<file path="config.mk">
export PLATFORM = sky130hd
export DESIGN_NAME = riscv_multicycle_ctrl
export DESIGN_NICKNAME = d
export VERILOG_FILES = /design/src/rtl/riscv_multicycle_ctrl.sv
export SDC_FILE = /design/constraint.sdc
export NUM_CORES = 1
export LEC_CHECK = 0
export BUFFER_PORTS_ARGS = -buffer_cell sky130_fd_sc_hd__buf_4
export CORE_MARGIN = 8
export CORE_UTILIZATION = 30
export CTS_CLUSTER_DIAMETER = 60
export DETAILED_ROUTE_END_ITERATION = 8
export HOLD_SLACK_MARGIN = 0.03
export PLACE_DENSITY = 0.63
export SLEW_MARGIN = 0
export SYNTH_ARGS = -nofsm -noshare
export SYNTH_HDL_FRONTEND = slang
export SYNTH_SLANG_ARGS = --single-unit
</file>
<file path="constraint.sdc">
create_clock -name clk -period 1.6 [get_ports clk]
set_input_delay 0.16 -clock clk [delete_from_list [all_inputs] [get_ports clk]]
set_output_delay 0.16 -clock clk [all_outputs]
set_load 0.1 [all_outputs]
</file>
<file path="src/rtl/riscv_multicycle_ctrl.sv">
// Multicycle control FSM for an RV32I subset (lw, sw, add, xor, sll, addi, bne).
// Shares one memory port between fetch and data, counts retired instructions, halts on illegal.
module riscv_multicycle_ctrl (
    input  logic        clk,
    input  logic        rst_n,
    input  logic        run,
    input  logic [6:0]  opcode,
    input  logic [2:0]  funct3,
    input  logic [6:0]  funct7,
    input  logic        alu_zero,
    input  logic        mem_ready,
    output logic        mem_req,
    output logic        mem_sel,
    output logic        mem_we,
    output logic        ir_we,
    output logic        pc_we,
    output logic        pc_src,
    output logic        reg_we,
    output logic        mem_to_reg,
    output logic        alu_src,
    output logic [1:0]  alu_op,
    output logic        illegal,
    output logic [31:0] instret,
    output logic [2:0]  dbg_state
);

    typedef enum logic [2:0] {
        S_IDLE, S_FETCH, S_DECODE, S_EXEC, S_MEM, S_WB, S_HALT
    } state_t;

    typedef enum logic [2:0] {
        C_LW, C_SW, C_RTYPE, C_ADDI, C_BNE, C_BAD
    } iclass_t;

    localparam logic [1:0] ALU_ADD   = 2'b00;
    localparam logic [1:0] ALU_SUB   = 2'b01;
    localparam logic [1:0] ALU_FUNCT = 2'b10;

    state_t      state_q, state_d;
    iclass_t     cls_q, cls_d, dec_cls;
    logic        illegal_q, illegal_d;
    logic [31:0] instret_q, instret_d;
    logic        retire;

    // Only the exact encodings below are supported; everything else halts.
    always_comb begin
        dec_cls = C_BAD;
        case (opcode)
            7'b0000011: if (funct3 == 3'b010) dec_cls = C_LW;
            7'b0100011: if (funct3 == 3'b010) dec_cls = C_SW;
            7'b0110011: begin
                if (funct7 == 7'b0000000 &&
                    (funct3 == 3'b000 || funct3 == 3'b100 || funct3 == 3'b001))
                    dec_cls = C_RTYPE;
            end
            7'b0010011: if (funct3 == 3'b000) dec_cls = C_ADDI;
            7'b1100011: if (funct3 == 3'b001) dec_cls = C_BNE;
            default:    dec_cls = C_BAD;
        endcase
    end

    always_comb begin
        state_d    = state_q;
        cls_d      = cls_q;
        illegal_d  = illegal_q;
        retire     = 1'b0;
        mem_req    = 1'b0;
        mem_sel    = 1'b0;
        mem_we     = 1'b0;
        ir_we      = 1'b0;
        pc_we      = 1'b0;
        pc_src     = 1'b0;
        reg_we     = 1'b0;
        mem_to_reg = 1'b0;
        alu_src    = 1'b0;
        alu_op     = ALU_ADD;
        case (state_q)
            S_IDLE: begin
                if (run) state_d = S_FETCH;
            end
            S_FETCH: begin
                mem_req = 1'b1;
                if (mem_ready) begin
                    ir_we   = 1'b1;
                    pc_we   = 1'b1;
                    state_d = S_DECODE;
                end
            end
            S_DECODE: begin
                cls_d = dec_cls;
                if (dec_cls == C_BAD) begin
                    illegal_d = 1'b1;
                    state_d   = S_HALT;
                end else begin
                    state_d = S_EXEC;
                end
            end
            S_EXEC: begin
                case (cls_q)
                    C_LW, C_SW: begin
                        alu_src = 1'b1;
                        state_d = S_MEM;
                    end
                    C_RTYPE: begin
                        alu_op  = ALU_FUNCT;
                        state_d = S_WB;
                    end
                    C_ADDI: begin
                        alu_src = 1'b1;
                        alu_op  = ALU_FUNCT;
                        state_d = S_WB;
                    end
                    C_BNE: begin
                        alu_op = ALU_SUB;
                        if (!alu_zero) begin
                            pc_we  = 1'b1;
                            pc_src = 1'b1;
                        end
                        retire = 1'b1;
                    end
                    default: begin
                        illegal_d = 1'b1;
                        state_d   = S_HALT;
                    end
                endcase
            end
            S_MEM: begin
                mem_req = 1'b1;
                mem_sel = 1'b1;
                alu_src = 1'b1;
                mem_we  = (cls_q == C_SW);
                if (mem_ready) begin
                    if (cls_q == C_SW) retire = 1'b1;
                    else               state_d = S_WB;
                end
            end
            S_WB: begin
                reg_we     = 1'b1;
                mem_to_reg = (cls_q == C_LW);
                retire     = 1'b1;
            end
            S_HALT: begin
                state_d = S_HALT;
            end
            default: state_d = S_IDLE;
        endcase
        // run is only honoured at an instruction boundary.
        if (retire) state_d = run ? S_FETCH : S_IDLE;
    end

    assign instret_d = retire ? instret_q + 32'd1 : instret_q;

    always_ff @(posedge clk or negedge rst_n) begin
        if (!rst_n) begin
            state_q   <= S_IDLE;
            cls_q     <= C_BAD;
            illegal_q <= 1'b0;
            instret_q <= 32'd0;
        end else begin
            state_q   <= state_d;
            cls_q     <= cls_d;
            illegal_q <= illegal_d;
            instret_q <= instret_d;
        end
    end

    assign illegal   = illegal_q;
    assign instret   = instret_q;
    assign dbg_state = state_q;

endmodule

</file>
# After elaboration in Yosys (flattened, before gate mapping)
# Index checks and enable logic that the tools add are counted.
[totals]
register_bits = 39
output_inout_bits = 47
[classes]
addsub = 1
eq_ne = 27
mux = 37
reduce_logical = 15
[op_table]
columns = ["cell", "count"]
rows = [
  ["$add A32 B1 Y32 const B", 1],
  ["$mux W3", 10],
  ["$pmux W3 S7", 1],
  ["$eq A3 B3 Y1 const B", 6],
  ["$mux W1", 18],
  ["$eq A3 B2 Y1 const B", 5],
  ["$ne A3 B3 Y1 const B", 5],
  ["$pmux W3 S5", 1],
  ["$eq A7 B6 Y1 const B", 2],
  ["$eq A3 B1 Y1 const B", 3],
  ["$logic_not A3 Y1", 3],
  ["$pmux W3 S3", 1],
  ["$eq A7 B2 Y1 const B", 1],
  ["$eq A7 B5 Y1 const B", 1],
  ["$eq A7 B7 Y1 const B", 1],
  ["$logic_not A7 Y1", 1],
  ["$ne A2 B2 Y1 const B", 3],
  ["$pmux W1 S2", 3],
  ["$reduce_and A6 Y1", 1],
  ["$reduce_or A2 Y1", 3],
  ["$reduce_or A5 Y1", 1],
  ["$pmux W2 S2", 1],
  ["$pmux W1 S3", 1],
  ["$reduce_and A3 Y1", 1],
  ["5 further kinds", 6],
]

# Longest topological paths before layout
# Gate-level depths: netlist of the first run.
[logic_depth]
depth_word = 10
depth_mapped = 6

# Least setup slack after synthesis of the first run
# OpenSTA, ideal clock, no wires.
[synth_timing]
kind = "register to register"
from = "reg state_q[0] (netlist: dbg_state[0])"
to = "reg state_q[0] (netlist: dbg_state[0])"
setup_ps = 72
arrival_time_ps = 4994
path_slack_ps = -3467
path_stages_with_launch = 7
path_cell_list = "dfrtp_1 > buf_2 > nand2_1 > nor4b_1 > or4_1 > a31oi_1 > nor2_1"
[synth_via]
elab_chain_cells = 4
elab_cells_between_ends = 17
classes_between = "eq/ne: 12; mux: 3; reduce/logical: 2"
[synth_rtl]
columns = ["element", "line", "rtl"]
rows = [
  ["from (decl)", "39", "state_t state_q, state_d;"],
  ["from (signal assigned)", "160", "state_q <= state_d;"],
  ["$eq A3 B3 Y1 / $eq A3 B2 Y1 (equally long branches)", "77", "case (state_q)"],
  ["$pmux W1 S3", "77", ""],
  ["$ne A3 B3 Y1 (no source line) / $ne A2 B2 Y1 (equally long branches)", "--", ""],
  ["$reduce_and A6 Y1 (no source line)", "--", ""],
]
# Several ways; a longest one is shown, not always the timed one.
# A chain may end at the register's enable or synchronous reset.

# Final worst setup path of the first run
[layout_timing]
from = "reg cls_q[0]"
to = "reg state_q[0] (netlist: dbg_state[0])"
[layout_via]
elab_chain_cells = 6
elab_cells_between_ends = 21
classes_between = "eq/ne: 10; mux: 7; reduce/logical: 4"
[layout_rtl]
columns = ["element", "line", "rtl"]
rows = [
  ["from (decl)", "40", "iclass_t cls_q, cls_d, dec_cls;"],
  ["from (signal assigned)", "161", "cls_q <= cls_d;"],
  ["$eq A3 B1 Y1", "99, 133", ""],
  ["$mux W1", "133", "if (cls_q == C_SW) retire = 1'b1;"],
  ["$mux W1", "132", "if (mem_ready) begin"],
  ["$pmux W1 S3", "77", ""],
  ["$ne A3 B3 Y1 (no source line) / $ne A2 B2 Y1 (equally long branches)", "--", ""],
  ["$reduce_and A6 Y1 (no source line)", "--", ""],
]
# Several ways; a longest one is shown, not always the timed one. The select of a mux whose other input is x is not followed.

==> flow_summary.json, run 1 <==
{
  "status": "finished, violations left",
  "violations": "setup timing",
  "crit_type": "reg -> reg",
  "postLayoutCoreUtil_pct": 55.6,
  "wl_met3_um": 537,
  "p_per_area_nw_per_um2": 1440,
  "wirelength_um": 7070,
  "cp.arrival_ps": 2070,
  "dpl.cell_count": 428,
  "io_pins": 69,
  "synth_top_cell_area_share_pct": 41.4,
  "holdPathStages": 3,
  "syn_area_sq_um": 2240,
  "drv_cap": 0,
  "synth_seq_cells": 39,
  "drive_above_1_share_pct": 61.8,
  "cts_htree_levels": 2,
  "fin_crit_ps": 1900,
  "finalHoldViolCount": 0,
  "leakagePower_uw": 0.00180,
  "grt_max_degree": 40,
  "ctsRootBufferMaster": "clkbuf_8",
  "worst_setup_path_start_kind": "flop",
  "worstMarginPinSlew_ps": 502,
  "path_cells": "or3b_4 > buf_4 > a31oi_1 > o21ai_0 > o32ai_1 > nor2_1",
  "die_area_sq_um": 10500,
  "peakVddDrop_uv": 1520,
  "drv_slew": 0,
  "overflow": 0,
  "die_w_um": 102,
  "drt_iter0_markers": 63,
  "wl_per_cell_um": 15.4,
  "crit_fanout": 4,
  "top_layer": "met4",
  "ys_seq_area_share_pct": 43.7,
  "min-delay-start": "run",
  "hold_path.class": "in -> reg",
  "path_buf_inv": 1,
  "grt_pass1_vias": 2338,
  "slowest_stage": "dfstp_2",
  "vias": 2203,
  "rsz0062_at_grt": "true",
  "wl_met2_um": 3510,
  "relSlewSlack_pct": 66.5,
  "required_ps": 1770,
  "row_count": 31,
  "worstSetupEndpointType": "flop",
  "path_delay_family": "compound AO/OA/AOI/OAI gates",
  "setup_slack_ps": -301,
  "synth_area_leader_cell": "dfrtp_1",
  "drtPass1Iterations": 4,
  "initial_core_util_pct": 30.8,
  "async_flop_share_pct": 100,
  "slowest_delay_ps": 560,
  "synth_cell_types": 53,
  "hpwl_um": 4880,
  "wl_met1_um": 2910,
  "viasPerCell": 4.79,
  "cts_max_path_buffers": 2,
  "r2r_slack_ps": -300,
  "drc_errors": 0,
  "period_share_pct": 119,
  "synth.net_count": 244,
  "fin_skew_ps": 3.97,
  "setup_violations": 49,
  "yosysMostFrequentCell": "dfrtp_1",
  "r2r-start": "cls_q[0]$_DFFE_PN1P_",
  "core_sq_um": 7250,
  "synth_cells": 221,
  "ant_nets": 0,
  "power_uw": 5820,
  "diodes": 0,
  "dieHeight_um": 102,
  "r2r-end": "dbg_state[0]$_DFFE_PN0P_",
  "io_buffers": 68,
  "cts.sinks": 39,
  "hold_end": "dbg_state[0]$_DFFE_PN0P_",
  "clock_latency_ps": 280,
  "yosys_warnings": 0,
  "fmax_ghz": 0.526,
  "fill_cells": 628,
  "netlist_top_cells_count": "dfrtp_1 (37), nand2_1 (21), nor2_1 (20)",
  "place_ws_ps": -236,
  "grt_use_total_pct": 13.1,
  "syn_area_per_cell_sq_um": 10.1,
  "synth_ff_type": "dfrtp_1",
  "final_cells": 460,
  "rr_worst_depth": 6,
  "nets": 383,
  "cts_made_buffers": 5,
  "synth-edff-count": 0,
  "ys_top_cells_by_area": "dfrtp_1 (41%), xor2_1 (6.7%), xnor2_1 (5.9%)",
  "grt_pass1_wl_um": 10800,
  "cts_tree": "done",
  "clkSlewWorstSetupHoldPaths_ps": 70,
  "area_delta_synth_final_pct": 80.3,
  "antenna_found_initial": 0,
  "routabilityCongestion": 0.808
}
[sequential cells by signal, summed over array words and instances, names as in the netlist]
name	flops
instret	32
cls_q	3
dbg_state	3
illegal	1
[per-layer routing]
metal,global-route usage (%),vias up
met2,21.7,67
li1,-,1068
met5,0,-
met1,15.0,1060
met4,4.63,0
met3,4.77,8
[cell families after synthesis]
family                   Yosys count  synth area share (%)
multiplexers                       2                  1.01
AND/OR/NAND/NOR                  103                  28.9
AO/OA/AOI/OAI                     29                  10.3
XOR/XNOR                          32                  12.5
adder cells (fa/ha/maj)            1                 0.559
buffers and inverters             15                  3.02
flip-flops                        39                  43.7
[worst register-to-register path: stages (launching register included)]
cell and delay, ps:
dfstp_2 560, or3b_4 400, buf_4 160, a31oi_1 190, o21ai_0 130, o32ai_1 260
nor2_1 90
[worst max path at each step]
stage | from | end | slack [ps] | depth (start not counted)
after floorplan | dbg_state[1]$_DFFE_PN0P_ | dbg_state[0]$_DFFE_PN0P_ | -840 | 6
after global placement | cls_q[0]$_DFFE_PN1P_ | dbg_state[0]$_DFFE_PN0P_ | -180 | 6
after detailed placement | cls_q[0]$_DFFE_PN1P_ | dbg_state[0]$_DFFE_PN0P_ | -240 | 6
after CTS | cls_q[2]$_DFFE_PN1P_ | pc_we | -260 | 4
after global routing | cls_q[0]$_DFFE_PN1P_ | dbg_state[0]$_DFFE_PN0P_ | -390 | 6
final | cls_q[0]$_DFFE_PN1P_ | dbg_state[0]$_DFFE_PN0P_ | -300 | 6
[cell type report]
cell class | count | area, sq um | area share (%)
well taps | 99 | 124 | 3.07
clock inverters | 1 | 5.00 | 0.124
flip-flops and latches | 39 | 1060 | 26.3
clock buffers | 7 | 76.3 | 1.89
multi-input cells | 168 | 1430 | 35.5
inverters | 10 | 71.3 | 1.77
repair buffers | 136 | 1260 | 31.3
[power by group]
part / internal, uW / switching, uW / total [uW]
registers: 1150 / 120 / 1270
clock network: 306 / 326 / 632
logic: 1510 / 2400 / 3910
total: 2970 / 2850 / 5820
[layout by cell type (no fill, tap or decap), types with 7 or more instances in the layout]
cell     Yosys  routed
buf_12       0      11
buf_4        0     102
buf_6        1      17
dfrtp_1     37      10
dfrtp_2      0       7
dfrtp_4      0      20
nand2_1     21      20
nand4_1      8       8
nor2_1      20      15
nor3_2      11      12
xnor2_1     15      14
xor2_1      17      17
[through the flow]
stage                     area (sq um)  setup TNS, ps  hold slack, ps
final                             4030          -7840             182
after floorplan                   2520         -16570            -136
after global routing              4030         -11970             198
after global placement            3440          -4630             168
after detailed placement          3440          -5180             167
after CTS                         3880          -7460             169
[repair_timing]
item	CTS	global route
buffers inserted	17	7
resized for setup	51	24
setup endpoints to repair	46	51
hold endpoints to repair	37	0
pin swaps	28	6
gates cloned	0	1
hold buffers	1	0
Power figures use the tool's default switching activity.
==> run 2, diff against run 1 <==
- ABC_AREA: unset -> 1
- PLACE_DENSITY: 0.63 -> 0.62
==> flow_summary.json, run 2 <==
{
  "status": "finished, violations left",
  "violations": "setup timing",
  "relSlewSlack_pct": 65.9,
  "netlist_top_cells_count": "nand2_1 (144), nor2_1 (52), inv_1 (46)",
  "initial_core_util_pct": 31.1,
  "die_area_sq_um": 12400,
  "worstMarginPinSlew_ps": 512,
  "overflow": 0,
  "final_cells": 657,
  "ys_seq_area_share_pct": 35.9,
  "dieHeight_um": 111,
  "drc_errors": 0,
  "viasPerCell": 4.67,
  "area_delta_synth_final_pct": 74.7,
  "diodes": 0,
  "worstSetupEndpointType": "primary output",
  "routabilityCongestion": 0.924,
  "synth_cell_types": 35,
  "drv_cap": 0,
  "core_sq_um": 8760,
  "vias": 3068,
  "r2r-start": "dbg_state[0]$_DFFE_PN0P_",
  "die_w_um": 111,
  "cts_made_buffers": 5,
  "wirelength_um": 9320,
  "synth-edff-count": 0,
  "hpwl_um": 6690,
  "yosysMostFrequentCell": "nand2_1",
  "synth_area_leader_cell": "dfrtp_1",
  "p_per_area_nw_per_um2": 1410,
  "cts_max_path_buffers": 2,
  "largest_register_ffs": 32,
  "drt_iter0_markers": 151,
  "crit_type": "reg -> out",
  "yosys_warnings": 0,
  "io_pins": 69,
  "cp.arrival_ps": 1670,
  "cts_tree": "done",
  "synth_seq_cells": 39,
  "peakVddDrop_uv": 935,
  "drv_slew": 0,
  "clkSlewWorstSetupHoldPaths_ps": 70,
  "drtPass1Iterations": 4,
  "fmax_ghz": 0.546,
  "io_buffers": 68,
  "nets": 571,
  "synth_top_family_by_area": "simple AND/OR/NAND/NOR gates",
  "synth_ff_type": "dfrtp_1",
  "layout_common_cells": "buf_4 (118), nand2_1 (103), inv_1 (41), nor2_1 (41), dfrtp_1 (33)",
  "cts_htree_levels": 2,
  "setup_violations": 46,
  "fin_crit_ps": 1830,
  "grt_pass1_wl_um": 15000,
  "ctsRootBufferMaster": "clkbuf_8",
  "path_cells": "buf_4 > buf_6 > nor2_4 > inv_2 > buf_6 > nor3_4 > buf_12",
  "synth.net_count": 418,
  "synth_xor_area_share_pct": 9.73,
  "slowest_delay_ps": 520,
  "synth_top_cell_area_share_pct": 34.0,
  "clock_latency_ps": 300,
  "multi_input_area_sq_um": 1910,
  "ys_top_cells_by_area": "dfrtp_1 (34%), nand2_1 (20%), nor2_1 (7.2%)",
  "period_share_pct": 115,
  "finalHoldViolCount": 0,
  "regArea_sq_um": 991,
  "grt_max_degree": 40,
  "rsz0062_at_grt": "true",
  "wl_per_cell_um": 14.2,
  "layout_commonest_cell": "buf_4",
  "crit_path_frequent_cell": "buf_6",
  "syn_area_per_cell_sq_um": 6.90,
  "hold_path.class": "in -> reg",
  "async_flop_share_pct": 100,
  "synth_cells": 395,
  "crit_fanout": 5,
  "synth_compound_area_share_pct": 5.33,
  "path_buf_inv": 5,
  "leakagePower_uw": 0.00241,
  "cts.sinks": 39,
  "fin_skew_ps": 11.7,
  "worst_setup_path_start_kind": "flop",
  "ant_nets": 0,
  "syn_area_sq_um": 2730,
  "antenna_found_initial": 0,
  "dpl.cell_count": 626,
  "fill_cells": 779,
  "muxShareOfSynthArea_pct": 0,
  "setup_slack_ps": -233,
  "slowest_stage": "dfrtp_4",
  "power_uw": 6730,
  "row_count": 34,
  "grt_pass1_vias": 3066,
  "crit_start": "dbg_state[1]$_DFFE_PN0P_",
  "synth_adder_area_share_pct": 0.459,
  "drive_above_1_share_pct": 48.3,
  "path_delay_family": "buffers and inverters",
  "synth_simple_gate_area_share_pct": 39.2,
  "min-delay-start": "run",
  "grt_use_total_pct": 14.2,
  "required_ps": 1440
}
[run 2: cell count changes after synthesis, moves of 6 or more]
cell	delta
nand2_1	+123
nor2_1	+32
inv_1	+38
nand3_1	+10
nor2b_1	-7
o21ai_1	+7
nor2_4	+6
xnor2_1	-6
nor3_1	+13
nor3_2	-10
[run 2: layout make-up]
class	instances	share of cell area [%]
Clock buffer	8	1.68
Inverter	49	4.15
Multi-Input combinational cell	301	40.2
Sequential cell	39	20.8
Tap cell	108	2.84
Timing Repair Buffer	152	30.3
[run 2: repair_timing]
| action | 4_1_cts | 5_1_grt |
|---|---|---|
| endpoints found under the setup margin | 38 | 47 |
| cloned | 2 | 2 |
| hold buffers | 1 | 0 |
| endpoints found under the hold margin | 37 | 0 |
| pin swaps | 15 | 16 |
| resized for setup | 80 | 56 |
| setup buffers | 15 | 7 |
[run 2: report_power, final]
group	leakage (uW)	switching [uW]	total (uW)	internal (uW)
clock	0.0000395	347	657	310
combinational	0.00187	2950	4720	1770
sequential	0.000493	171	1350	1180
[run 2: worst register-to-register path, stage by stage (launching register included)]
cell and delay, ps:
dfrtp_4 500, buf_6 140, nor2_4 140, nand2_4 80
nor2_4 130, nand2_2 80, nand2_4 80, nor2_4 50
buf_6 130, buf_12 140, buf_12 130, nand2_2 40
nand2_1 50
[run 2: per-stage QoR]
stage / TNS, ps / util (%) / cell area [sq um] / hold WS, ps / setup slack, ps
2_1_floorplan: -36660 / - / 2870 / -136 / -1220
3_3_place_gp: -477 / 44.8 / 3920 / 171 / -116
3_5_place_dp: -2140 / 44.8 / 3920 / 175 / -174
4_1_cts: -2830 / 51.6 / 4520 / 90.1 / -217
5_1_grt: -7180 / 54.3 / 4760 / 123 / -303
6_report: -4970 / 54.3 / 4760 / 121 / -233
[run 2: worst paths after layout]
check / to / slack [ps] / cells past startpoint
max in group asynchronous: dbg_state[0]$_DFFE_PN0P_ / 820 / 2
max reg2reg: instret[25]$_DFFE_PN0P_ / -170 / 12
max: mem_to_reg / -230 / 7
min in group asynchronous: instret[31]$_DFFE_PN0P_ / 370 / 2
min reg2reg: cls_q[0]$_DFFE_PN1P_ / 500 / 2
min: dbg_state[0]$_DFFE_PN0P_ / 120 / 3
[run 2: cells by family after synthesis]
kind of cell / count (synthesis)
xor gates and xnor gates: 26
and+or+nand+nor: 248
buffers and inverters: 55
DFF: 39
adders and majority gates: 1
AOI/OAI and AO/OA: 26
[run 2: layer usage]
layer	wire length [um]	up-vias	track usage [%]
li1	-	1535	-
met1	3900	1445	16.8
met2	4840	75	25.7
met5	0	-	0
met3	417	13	2.49
met4	158	0	3.73
==> run 3, diff against run 2 <==
- SETUP_SLACK_MARGIN: unset -> 0.5
==> flow_summary.json, run 3 (same netlist as run 2, synthesis figures left out) <==
{
  "r2r-start": "dbg_state[0]$_DFFE_PN0P_",
  "setup_violations": 44,
  "nets": 574,
  "pwr-share-clk_pct": 9.3,
  "core_sq_um": 8760,
  "viasPerCell": 4.82,
  "drt_iter0_markers": 131,
  "worstSetupEndpointType": "primary output",
  "hpwl_um": 6750,
  "period_share_pct": 113,
  "drv_slew": 0,
  "slowest_stage": "dfrtp_4",
  "required_ps": 1440,
  "grt_use_total_pct": 15.6,
  "ant_nets": 0,
  "ctsRootBufferMaster": "clkbuf_8",
  "path_cells": "nor3_4 > inv_2 > nor3_4 > inv_2 > o22ai_4 > buf_12",
  "grt_max_degree": 40,
  "relSlewSlack_pct": 65.8,
  "finalHoldViolCount": 0,
  "slowest_delay_ps": 540,
  "cts_tree": "done",
  "intPower_uw": 3970,
  "drc_errors": 0,
  "diodes": 0,
  "setup_slack_ps": -205,
  "row_count": 34,
  "p_sw_share_pct": 48.2,
  "clkSlewWorstSetupHoldPaths_ps": 70,
  "status": "finished, violations left",
  "routabilityCongestion": 0.872,
  "worstMarginPinSlew_ps": 514,
  "violations": "setup timing",
  "cp.arrival_ps": 1650,
  "crit_type": "reg -> out",
  "drtPass1Iterations": 4,
  "rsz0062_at_grt": "true",
  "cts.sinks": 39,
  "vias": 3180,
  "fmax_ghz": 0.554,
  "io_pins": 69,
  "peakVddDrop_uv": 762,
  "cts_htree_levels": 2,
  "fin_skew_ps": 9.67,
  "rr_worst_depth": 11,
  "drv_cap": 0,
  "fin_crit_ps": 1810,
  "p_comb_share_pct": 72.8,
  "hold_path.class": "in -> reg",
  "crit_start": "dbg_state[2]$_DFFE_PN0P_",
  "wl_per_cell_um": 15.1,
  "seqPwrFrac_pct": 17.9,
  "place_ws_ps": -90.3,
  "cts_made_buffers": 5,
  "min-delay-start": "run",
  "initial_core_util_pct": 31.1,
  "largest_register_ffs": 32,
  "clock_latency_ps": 290,
  "worst_setup_path_start_kind": "flop",
  "fin_tns_setup_ps": -4150,
  "overflow": 0,
  "antenna_found_initial": 0,
  "p_sw_uw": 3700,
  "die_area_sq_um": 12400,
  "r2r-end": "instret[17]$_DFFE_PN0P_",
  "r2r_slack_ps": -180,
  "layout_commonest_cell": "nand2_1",
  "layout_common_cells": "nand2_1 (104), buf_4 (65), buf_12 (51)",
  "wirelength_um": 9990,
  "leakagePower_uw": 0.00250,
  "dieHeight_um": 111,
  "crit_fanout": 6,
  "fill_cells": 672,
  "grt_pass1_wl_um": 16200,
  "area_delta_synth_final_pct": 98.2,
  "die_w_um": 111,
  "hold_end": "dbg_state[0]$_DFFE_PN0P_",
  "cts_max_path_buffers": 2,
  "grt_pass1_vias": 3383,
  "holdPathStages": 3,
  "io_buffers": 68,
  "drive_above_1_share_pct": 54.3,
  "p_per_area_nw_per_um2": 1420
}
run 3: cell count changes in the layout (fill, tap and decap cells not counted), sizes merged:
cell    before  now
buf        149  153
inv         47   48
clkbuf      10    8
run 3: power by group through the flow:
stage	Combinational, uW	Clock, uW	Sequential [uW]
2_1_floorplan	1680	0	2270
3_3_place_gp	3680	0	1350
3_5_place_dp	3710	0	1360
4_1_cts	5130	723	1370
5_1_grt	5840	765	1400
6_report	5590	711	1380
run 3: worst max-delay path: cells and delay by family, from the launching register on:
| kind | cells | cell delay, ps |
|---|---|---|
| flops | 1 | 540 |
| compound gates | 1 | 130 |
| buf+inv | 3 | 370 |
| simple gates | 2 | 310 |
run 3: routing by layer:
layer / global-route usage, % / wire length, um
met1: 17.2 / 3920
met2: 28.2 / 5290
met3: 2.92 / 513
met4: 6.84 / 261
met5: 0 / 0
run 3: through the flow:
step / hold slack [ps] / total power, uW / cells / instance area, sq um / util, %
global placement: 161 / 5030 / 617 / 3920 / 44.7
CTS: 90.7 / 7220 / 651 / 5090 / 58.1
global route: 111 / 8000 / 660 / 5400 / 61.6
floorplan: -136 / 3950 / 395 / 2910 / -
detailed placement: 173 / 5070 / 617 / 3920 / 44.7
finish: 103 / 7680 / 660 / 5400 / 61.6
run 3: repair_timing:
action	4_1_cts	5_1_grt
setup buffers	21	8
endpoints found under the hold margin	37	0
hold buffers	1	0
cloned	4	1
resized for setup	204	59
endpoints found under the setup margin	86	85
pin swaps	15	12
run 3: final cells by class:
type                    instances  area (sq um)  share of cell area, %
flip-flops and latches         39          1020                   18.9
repair buffers                155          2030                   37.6
multi-input cells             301          1920                   35.5
clock inverters                 1          5.00                 0.0927
clock buffers                   7          86.3                   1.60
well taps                     108           135                   2.50
inverters                      49           203                   3.75
run 3: worst max path at each step:
stage	endpoint	slack (ps)	depth (start not counted)
after floorplan	pc_we	-1220	6
after global placement	pc_we	-70	7
after detailed placement	pc_we	-90	7
after CTS	pc_we	-190	7
after global routing	pc_we	-280	6
final	pc_we	-210	6
